[src/rtl/alu_seq_pkg.sv]
// ---------------------------------------------------------------------------
// alu_seq_pkg
// Shared definitions for the ALU phase sequencer:
//   - state_e    : controller states IDLE and F0..F5
//   - OP_*       : 3-bit opcode constants
//   - PH_FI0..5  : bit index of each phase inside the one-hot PH bus
//   - is_iterative(op) : true for MUL/DIV, which loop the F2/F3 pair
// ---------------------------------------------------------------------------
package alu_seq_pkg;

  typedef enum logic [2:0] {
    ST_IDLE = 3'd0,
    ST_F0   = 3'd1,
    ST_F1   = 3'd2,
    ST_F2   = 3'd3,
    ST_F3   = 3'd4,
    ST_F4   = 3'd5,
    ST_F5   = 3'd6
  } state_e;

  localparam logic [2:0] OP_ADD = 3'b000;
  localparam logic [2:0] OP_SUB = 3'b001;
  localparam logic [2:0] OP_AND = 3'b010;
  localparam logic [2:0] OP_OR  = 3'b011;
  localparam logic [2:0] OP_XOR = 3'b100;
  localparam logic [2:0] OP_MUL = 3'b101;
  localparam logic [2:0] OP_DIV = 3'b110;
  localparam logic [2:0] OP_ILL = 3'b111;

  localparam int PH_FI0 = 0;
  localparam int PH_FI1 = 1;
  localparam int PH_FI2 = 2;
  localparam int PH_FI3 = 3;
  localparam int PH_FI4 = 4;
  localparam int PH_FI5 = 5;

  // MUL and DIV run the execute/shift pair once per operand bit.
  function automatic logic is_iterative(input logic [2:0] op);
    return (op == OP_MUL) || (op == OP_DIV);
  endfunction

endpackage

[src/rtl/alu_phase_sequencer_iter_counter.sv]
// ---------------------------------------------------------------------------
// iter_counter
// Iteration counter for the MUL/DIV execute/shift loop.
// Ports:
//   CLK   in  clock, rising edge
//   RST_N in  asynchronous active-low reset (clears the count)
//   clr   in  synchronous clear, wins over inc
//   inc   in  advance the count by one
//   count out current iteration index
//   tc    out terminal count, high when count == WIDTH-1
// ---------------------------------------------------------------------------
module iter_counter
  import alu_seq_pkg::*;
#(
  parameter int WIDTH = 8,
  parameter int CW    = 3
) (
  input  logic          CLK,
  input  logic          RST_N,
  input  logic          clr,
  input  logic          inc,
  output logic [CW-1:0] count,
  output logic          tc
);

  logic [CW-1:0] count_d;
  logic [CW-1:0] count_q;

  // Clear has priority so an abort on the last iteration still leaves zero.
  always_comb begin
    count_d = count_q;
    if (clr) begin
      count_d = '0;
    end else if (inc) begin
      count_d = count_q + CW'(1);
    end
  end

  // Count register, cleared asynchronously by reset.
  always_ff @(posedge CLK or negedge RST_N) begin
    if (!RST_N) begin
      count_q <= '0;
    end else begin
      count_q <= count_d;
    end
  end

  assign count = count_q;
  assign tc    = (count_q == CW'(WIDTH - 1));

endmodule

[src/rtl/alu_phase_sequencer.sv]
// ---------------------------------------------------------------------------
// alu_phase_sequencer
// Multi-cycle controller walking the ALU datapath through phases fi0..fi5.
// One request at a time is taken through the BGN/RDY handshake; MUL/DIV loop
// the F2/F3 pair WIDTH times, illegal opcodes skip straight from F1 to F5.
// Ports:
//   CLK, RST_N      clock (rising edge), asynchronous active-low reset
//   BGN, OP         start request and opcode, sampled when RDY=1
//   ABORT           cancel the operation in progress
//   RDY, BUSY       idle / operation in progress (BUSY = ~RDY)
//   PH              one-hot phase, zero in IDLE
//   LD_AB, ALU_EN   operand load (F0), ALU result enable (F2)
//   SH_EN, WB       shift/accumulate enable (F3), write-back strobe (F4)
//   DONE, ERR       completion pulse (F5), illegal-opcode flag with DONE
//   ITER            iteration index, zero outside the iterative loop
// ---------------------------------------------------------------------------
module alu_phase_sequencer
  import alu_seq_pkg::*;
#(
  parameter int WIDTH = 8,
  parameter int CW    = $clog2(WIDTH)
) (
  input  logic          CLK,
  input  logic          RST_N,
  input  logic          BGN,
  input  logic [2:0]    OP,
  input  logic          ABORT,
  output logic          RDY,
  output logic          BUSY,
  output logic [5:0]    PH,
  output logic          LD_AB,
  output logic          ALU_EN,
  output logic          SH_EN,
  output logic          WB,
  output logic          DONE,
  output logic          ERR,
  output logic [CW-1:0] ITER
);

  state_e     state_q;
  state_e     state_d;
  logic [2:0] op_q;
  logic [2:0] op_d;
  logic       iter_clr;
  logic       iter_inc;
  logic       iter_tc;

  iter_counter #(
    .WIDTH (WIDTH),
    .CW    (CW)
  ) u_iter (
    .CLK   (CLK),
    .RST_N (RST_N),
    .clr   (iter_clr),
    .inc   (iter_inc),
    .count (ITER),
    .tc    (iter_tc)
  );

  // State and latched opcode; reset drops straight back to IDLE.
  always_ff @(posedge CLK or negedge RST_N) begin
    if (!RST_N) begin
      state_q <= ST_IDLE;
      op_q    <= OP_ADD;
    end else begin
      state_q <= state_d;
      op_q    <= op_d;
    end
  end

  // Next state. ABORT only matters once busy; in IDLE a simultaneous BGN
  // is simply accepted. The opcode is captured only on acceptance, so OP
  // changes while busy are invisible.
  always_comb begin
    state_d  = state_q;
    op_d     = op_q;
    iter_clr = 1'b0;
    iter_inc = 1'b0;
    if ((state_q != ST_IDLE) && ABORT) begin
      state_d  = ST_IDLE;
      iter_clr = 1'b1;
    end else begin
      unique case (state_q)
        ST_IDLE: begin
          if (BGN) begin
            state_d = ST_F0;
            op_d    = OP;
          end
        end
        ST_F0: state_d = ST_F1;
        ST_F1: state_d = (op_q == OP_ILL) ? ST_F5 : ST_F2;
        ST_F2: state_d = is_iterative(op_q) ? ST_F3 : ST_F4;
        ST_F3: begin
          if (iter_tc) begin
            state_d  = ST_F4;
            iter_clr = 1'b1;
          end else begin
            state_d  = ST_F2;
            iter_inc = 1'b1;
          end
        end
        ST_F4:   state_d = ST_F5;
        ST_F5:   state_d = ST_IDLE;
        default: state_d = ST_IDLE;
      endcase
    end
  end

  // Moore output decode from the state register.
  always_comb begin
    RDY    = 1'b0;
    PH     = '0;
    LD_AB  = 1'b0;
    ALU_EN = 1'b0;
    SH_EN  = 1'b0;
    WB     = 1'b0;
    DONE   = 1'b0;
    ERR    = 1'b0;
    unique case (state_q)
      ST_IDLE: RDY = 1'b1;
      ST_F0: begin
        PH[PH_FI0] = 1'b1;
        LD_AB      = 1'b1;
      end
      ST_F1: PH[PH_FI1] = 1'b1;
      ST_F2: begin
        PH[PH_FI2] = 1'b1;
        ALU_EN     = 1'b1;
      end
      ST_F3: begin
        PH[PH_FI3] = 1'b1;
        SH_EN      = 1'b1;
      end
      ST_F4: begin
        PH[PH_FI4] = 1'b1;
        WB         = 1'b1;
      end
      ST_F5: begin
        PH[PH_FI5] = 1'b1;
        DONE       = 1'b1;
        ERR        = (op_q == OP_ILL);
      end
      default: RDY = 1'b1;
    endcase
    BUSY = ~RDY;
  end

endmodule
[config.mk]
export PLATFORM = sky130hd
export DESIGN_NAME = alu_phase_sequencer
export DESIGN_NICKNAME = d
export VERILOG_FILES = /design/src/rtl/alu_seq_pkg.sv /design/src/rtl/alu_phase_sequencer_iter_counter.sv /design/src/rtl/alu_phase_sequencer.sv
export SDC_FILE = /design/constraint.sdc
export NUM_CORES = 1
export LEC_CHECK = 0
export CELL_PAD_IN_SITES_DETAIL_PLACEMENT = 1
export CELL_PAD_IN_SITES_GLOBAL_PLACEMENT = 2
export CORE_MARGIN = 4
export CORE_UTILIZATION = 24
export DETAILED_ROUTE_END_ITERATION = 6
export PLACE_DENSITY_LB_ADDON = 0.12
export SETUP_SLACK_MARGIN = 0.1
export SKIP_CTS_REPAIR_TIMING = 1
export SLEW_MARGIN = 10
export SYNTH_ARGS = -nofsm -noshare
export SYNTH_HDL_FRONTEND = slang
export SYNTH_SLANG_ARGS = --single-unit
[constraint.sdc]
create_clock -name CLK -period 1.6 [get_ports CLK]
set_input_delay 0.24 -clock CLK [delete_from_list [all_inputs] [get_ports CLK]]
set_output_delay 0.24 -clock CLK [all_outputs]
set_load 0.01 [all_outputs]
==> results.cfg, run 1 <==
[power_and_ir_drop]
p_clk_share_pct = 9.9
power_density_nw_per_um2 = 1660
comb_power_share_pct = 67.3
power_switching_mw = 0.709
ir_worst_vdd_mv = 0.882
total_power_mw = 1.75
intPower_mw = 1.04
leakage_nw = 0.489
seq_power_share_pct = 22.9
switching_share_pct = 40.4

[clock_network]
clkTransAtPathRegs_ns = 0.06
root_buffer = clkbuf_4
clk_path_buf_depth = 2
cts_buffers = 3
clk_latency_ns = 0.26
tritoncts = yes
cts_sinks = 9
htreeDepth = 1

[worst_setup_path]
critPathLaunch = state_q[0]
r2r-start = state_q[0]
reg2reg_to = state_q[0]
required_ns = 1.36
critical_path.endpoint_type = output pin
ff2ff_setup_slack_ns = 0.14
path_max_fanout = 4
start_kind = register
ff2ff_path_depth = 5
critical_path_class = register to output pin
arrival_ns = 1.27

[die]
fp.dieArea_um2 = 3540
start_util_pct = 25.4
die_h_um = 59.5
core_area_um2 = 2500
row_count = 18
ios = 24
dieWidth_um = 59.5

[synth]
synth_cells = 69
yosys-top-cells-area = dfrtp_1, buf_4, mux2_1
ys_seq_area_share_pct = 35.4
ys_async_sr_fraction_pct = 100
synth_nets = 78
yosysMostFrequentCell = dfrtp_1
ys_seq_elements = 9
syn_avg_cell_area_um2 = 9.21
synth_edf_count = 0
synth_common_cells = dfrtp_1, nor2_1, nand2_1, buf_4
ys.flop_type = dfrtp_1
yosysWarnings = 0
synth_top_area_share_pct = 35.4
syn_area_um2 = 636
yosysTopAreaCell = dfrtp_1
synth_cell_type_count = 32

[sta]
hold_slack_ns = 0.282
final.setup_skew_ns = 0.00251
post-route-period-util_pct = 94.6
finalSetupTns_ns = 0
rsz0062_at_grt = yes
setup_ws_ns = 0.0861
slew-limit-headroom_pct = 71.5
worstMarginPinSlew_ns = 0.426
final_hold_viol_count = 0
finalSetupViolations = 0
period_minus_slack_ns = 1.51
max_freq_ghz = 0.661
slew_viol_final = 0

[cells_and_area]
syn2layout_area_growth_pct = 66.5
fill_cells = 293
drive_above_1_share_pct = 50.5
finalNonFillerCells = 133
diodes = 0
nets = 113
fin_util_pct = 42.3
final_area_um2 = 1060

[place]
place_congestion = 0.694
dp_hpwl_um = 1290
dpl_cell_area_um2 = 915
placement.io_buffers = 23
post-place-cells = 123
dp_slack_ns = -0.0551

[grt]
grt_util_met3_pct = 4.58
grt_pass1_vias = 587
grt_pass1_wl_um = 2700
groute.layer.met2.usage_pct = 15.9
busiest_layer = met2
antenna_found_initial = 0
grt_max_degree = 10
grt_use_met1_pct = 12.3
grt-ovfl-total = 0
track_usage_pct = 9.96

[job]
max-cap-violations = 0

[detailed_routing]
first_pass_iters = 2
initialDrtViolationCount = 6
ant_nets = 0
vias = 606
wl_um = 1680
vias_per_cell = 4.56
avgRoutedWirePerCell_um = 12.6
drc = 0

[hold_path]
min_path_type = primary input to async pin

[outcome]
status = finished clean
layout by cell type, fill, tap and decap left out, types with 2 or more instances in the layout:
master and count:
nor3_1 2, clkbuf_4 3, dlymetal6s2s_1 3, nor2_4 3, buf_4 14, o21ai_1 2
buf_6 6, nand3_1 2, mux2_1 3, dfrtp_1 8, clkbuf_2 4, inv_1 2
buf_2 4, nor2b_1 2, nand2_1 5, xnor2_1 2, clkdlybuf4s50_1 7, nor2_1 3
layer usage:
metal | wire length, µm | part of all wire [%]
met4 | 0 | 0
met1 | 697 | 41
met3 | 136 | 8.1
met5 | 0 | 0
met2 | 847 | 50
flip-flops by register name (all words and copies together), names as in the netlist:
| register | cells |
|---|---|
| state_q | 3 |
| op_q | 3 |
| u_iter.count | 3 |
worst max-delay path by stage:
stage	slack, ns	endpoint
6_report	0.09	BUSY
5_1_grt	-0.008	RDY
4_1_cts	-0.35	RDY
3_5_place_dp	-0.06	RDY
3_3_place_gp	-0.01	RDY
2_1_floorplan	0.13	PH[3]
logic make-up (layout without fill, tap and decap cells):
family          count (synthesis)  in the layout  synth area share [%]
compound gates                 11             11                  13.4
xor+xnor                        2              2                  2.76
fa+ha+maj                       2              2                  3.94
buf+inv                        12             46                  11.8
flops                           9              9                  35.4
mux                             4              4                  6.89
simple gates                   29             29                  25.8
area by class of cell:
class / count / area (µm²) / area share [%]
clock buffers: 4 / 26.3 / 2.48
inverters: 3 / 13.8 / 1.30
multi-input cells: 48 / 419 / 39.6
flip-flops and latches: 9 / 226 / 21.4
repair buffers: 39 / 335 / 31.7
well taps: 30 / 37.5 / 3.55
power groups by stage:
| stage | combinational (mW) | sequential, mW | clock [mW] |
|---|---|---|---|
| finish | 1.18 | 0.401 | 0.173 |
| global route | 1.30 | 0.414 | 0.205 |
| CTS | 0.986 | 0.392 | 0.183 |
| detailed placement | 0.982 | 0.395 | 0 |
| global placement | 0.979 | 0.388 | 0 |
| floorplan | 0.589 | 0.395 | 0 |
critical path: stages, from the launching register on:
cell and delay (ns):
dfrtp_1 0.41, or2_4 0.26, o21a_1 0.18, dlymetal6s2s_1 0.17
Power figures use the tool's default switching activity.
==> run 2, diff against run 1 <==
--- a/config.mk
+++ b/config.mk
@@ -8,7 +8,8 @@
 export CELL_PAD_IN_SITES_DETAIL_PLACEMENT = 1
 export CELL_PAD_IN_SITES_GLOBAL_PLACEMENT = 2
 export CORE_MARGIN = 4
-export CORE_UTILIZATION = 24
+export CORE_UTILIZATION = 25
+export CTS_BUF_LIST = sky130_fd_sc_hd__clkbuf_8
 export DETAILED_ROUTE_END_ITERATION = 6
 export PLACE_DENSITY_LB_ADDON = 0.12
 export SETUP_SLACK_MARGIN = 0.1
==> run 2 against run 1 <==
  * Die area is 3.5% lower
  * Sequential share of layout area decreased by 0.18 points
  * Critical path depth grew 2
==> results.cfg, run 2 (synthesized netlist as in run 1, its figures left out) <==
[cells_and_area]
final_area_um2 = 1070
finalNonFillerCells = 130
mostFrequentLayoutCell = buf_4
drive_above_1_share_pct = 41.0
syn2layout_area_growth_pct = 67.9
final_cell_mix = buf_4, clkdlybuf4s50_1, dlymetal6s2s_1
diodes = 0
fin_util_pct = 43.5
nets = 110

[detailed_routing]
initialDrtViolationCount = 5
wl_um = 1700
drc = 0
vias_per_cell = 4.52
first_pass_iters = 4
vias = 587
ant_nets = 0
avgRoutedWirePerCell_um = 13.1

[clock_network]
tritoncts = yes
cts_sinks = 9
cts_buffers = 3
htreeDepth = 1
clkTransAtPathRegs_ns = 0.05
root_buffer = clkbuf_8
clk_latency_ns = 0.23
clk_path_buf_depth = 2

[sta]
period_minus_slack_ns = 1.59
worstMarginPinSlew_ns = 0.463
finalSetupTns_ns = 0
rsz0062_at_grt = yes
max_freq_ghz = 0.628
finalSetupViolations = 0
final.setup_skew_ns = 0.00109
post-route-period-util_pct = 99.5
slew_viol_final = 0
hold_slack_ns = 0.333
slew-limit-headroom_pct = 69.0
final_hold_viol_count = 0

[power_and_ir_drop]
power_density_nw_per_um2 = 1740
ir_worst_vdd_mv = 0.871
leakage_nw = 0.586

[grt]
track_usage_pct = 10.6
grt_pass1_wl_um = 2750
antenna_found_initial = 0
grt_max_degree = 10
grt-ovfl-total = 0
grt_pass1_vias = 600

[worst_setup_path]
arrival_ns = 1.35
path_max_fanout = 4
critical_path.endpoint_type = output pin
start_kind = register
critical_path_class = register to output pin
required_ns = 1.36

[die]
row_count = 18
start_util_pct = 25.9
core_area_um2 = 2450
fp.dieArea_um2 = 3410
die_h_um = 58.4
ios = 24
dieWidth_um = 58.4

[place]
place_congestion = 0.642
dpl_cell_area_um2 = 907
post-place-cells = 122
placement.io_buffers = 23
dp_hpwl_um = 1250

[job]
max-cap-violations = 0

[outcome]
status = finished clean

[hold_path]
min_path_type = primary input to async pin
==> run 2: stage by stage <==
stage	worst slack (ns)	power [mW]
global placement	-0.0181	1.36
finish	0.00819	1.86
CTS	-0.318	1.64
global route	-0.0508	2.01
floorplan	0.134	0.984
detailed placement	-0.0525	1.37
==> run 2: area by class of cell <==
class	instances	area, µm²
Timing Repair Buffer	36	335
Tap cell	30	37.5
Clock inverter	1	3.75
Clock buffer	3	41.3
Fill cell	277	1390
Sequential cell	9	226
Multi-Input combinational cell	48	412
Inverter	3	11.3
==> run 2: critical path: stages, from the launching register on <==
cell and delay (ns):
dfrtp_1 0.40, or2_4 0.27, o21a_1 0.20, buf_4 0.13, inv_2 0.04, buf_6 0.09
==> run 2: power by group <==
part | total, mW | switching [mW] | internal, mW | leakage, nW
clock network | 0.256 | 0.0887 | 0.167 | 0.0269
logic | 1.21 | 0.543 | 0.669 | 0.445
registers | 0.389 | 0.0781 | 0.311 | 0.115
==> run 2: worst paths after layout <==
check                            from              end  slack [ns]  cells past startpoint
max                        state_q[0]              RDY       0.008                      5
min                             RST_N       state_q[1]        0.33                      1
max reg2reg                state_q[2]          op_q[1]        0.04                      5
min reg2reg                   op_q[2]          op_q[2]        0.54                      1
max in group asynchronous       RST_N  u_iter.count[2]        0.93                      1
min in group CLK              op_q[2]          op_q[2]        0.54                      1
==> run 2: metal layers <==
metal / up-vias / track usage (%) / part of all wire [%]
met2: 12 / 16.9 / 50
li1: 297 / - / -
met5: - / 0 / 0
met4: 0 / 3.97 / 1.1
met1: 276 / 12.8 / 44
met3: 2 / 4.17 / 5.2
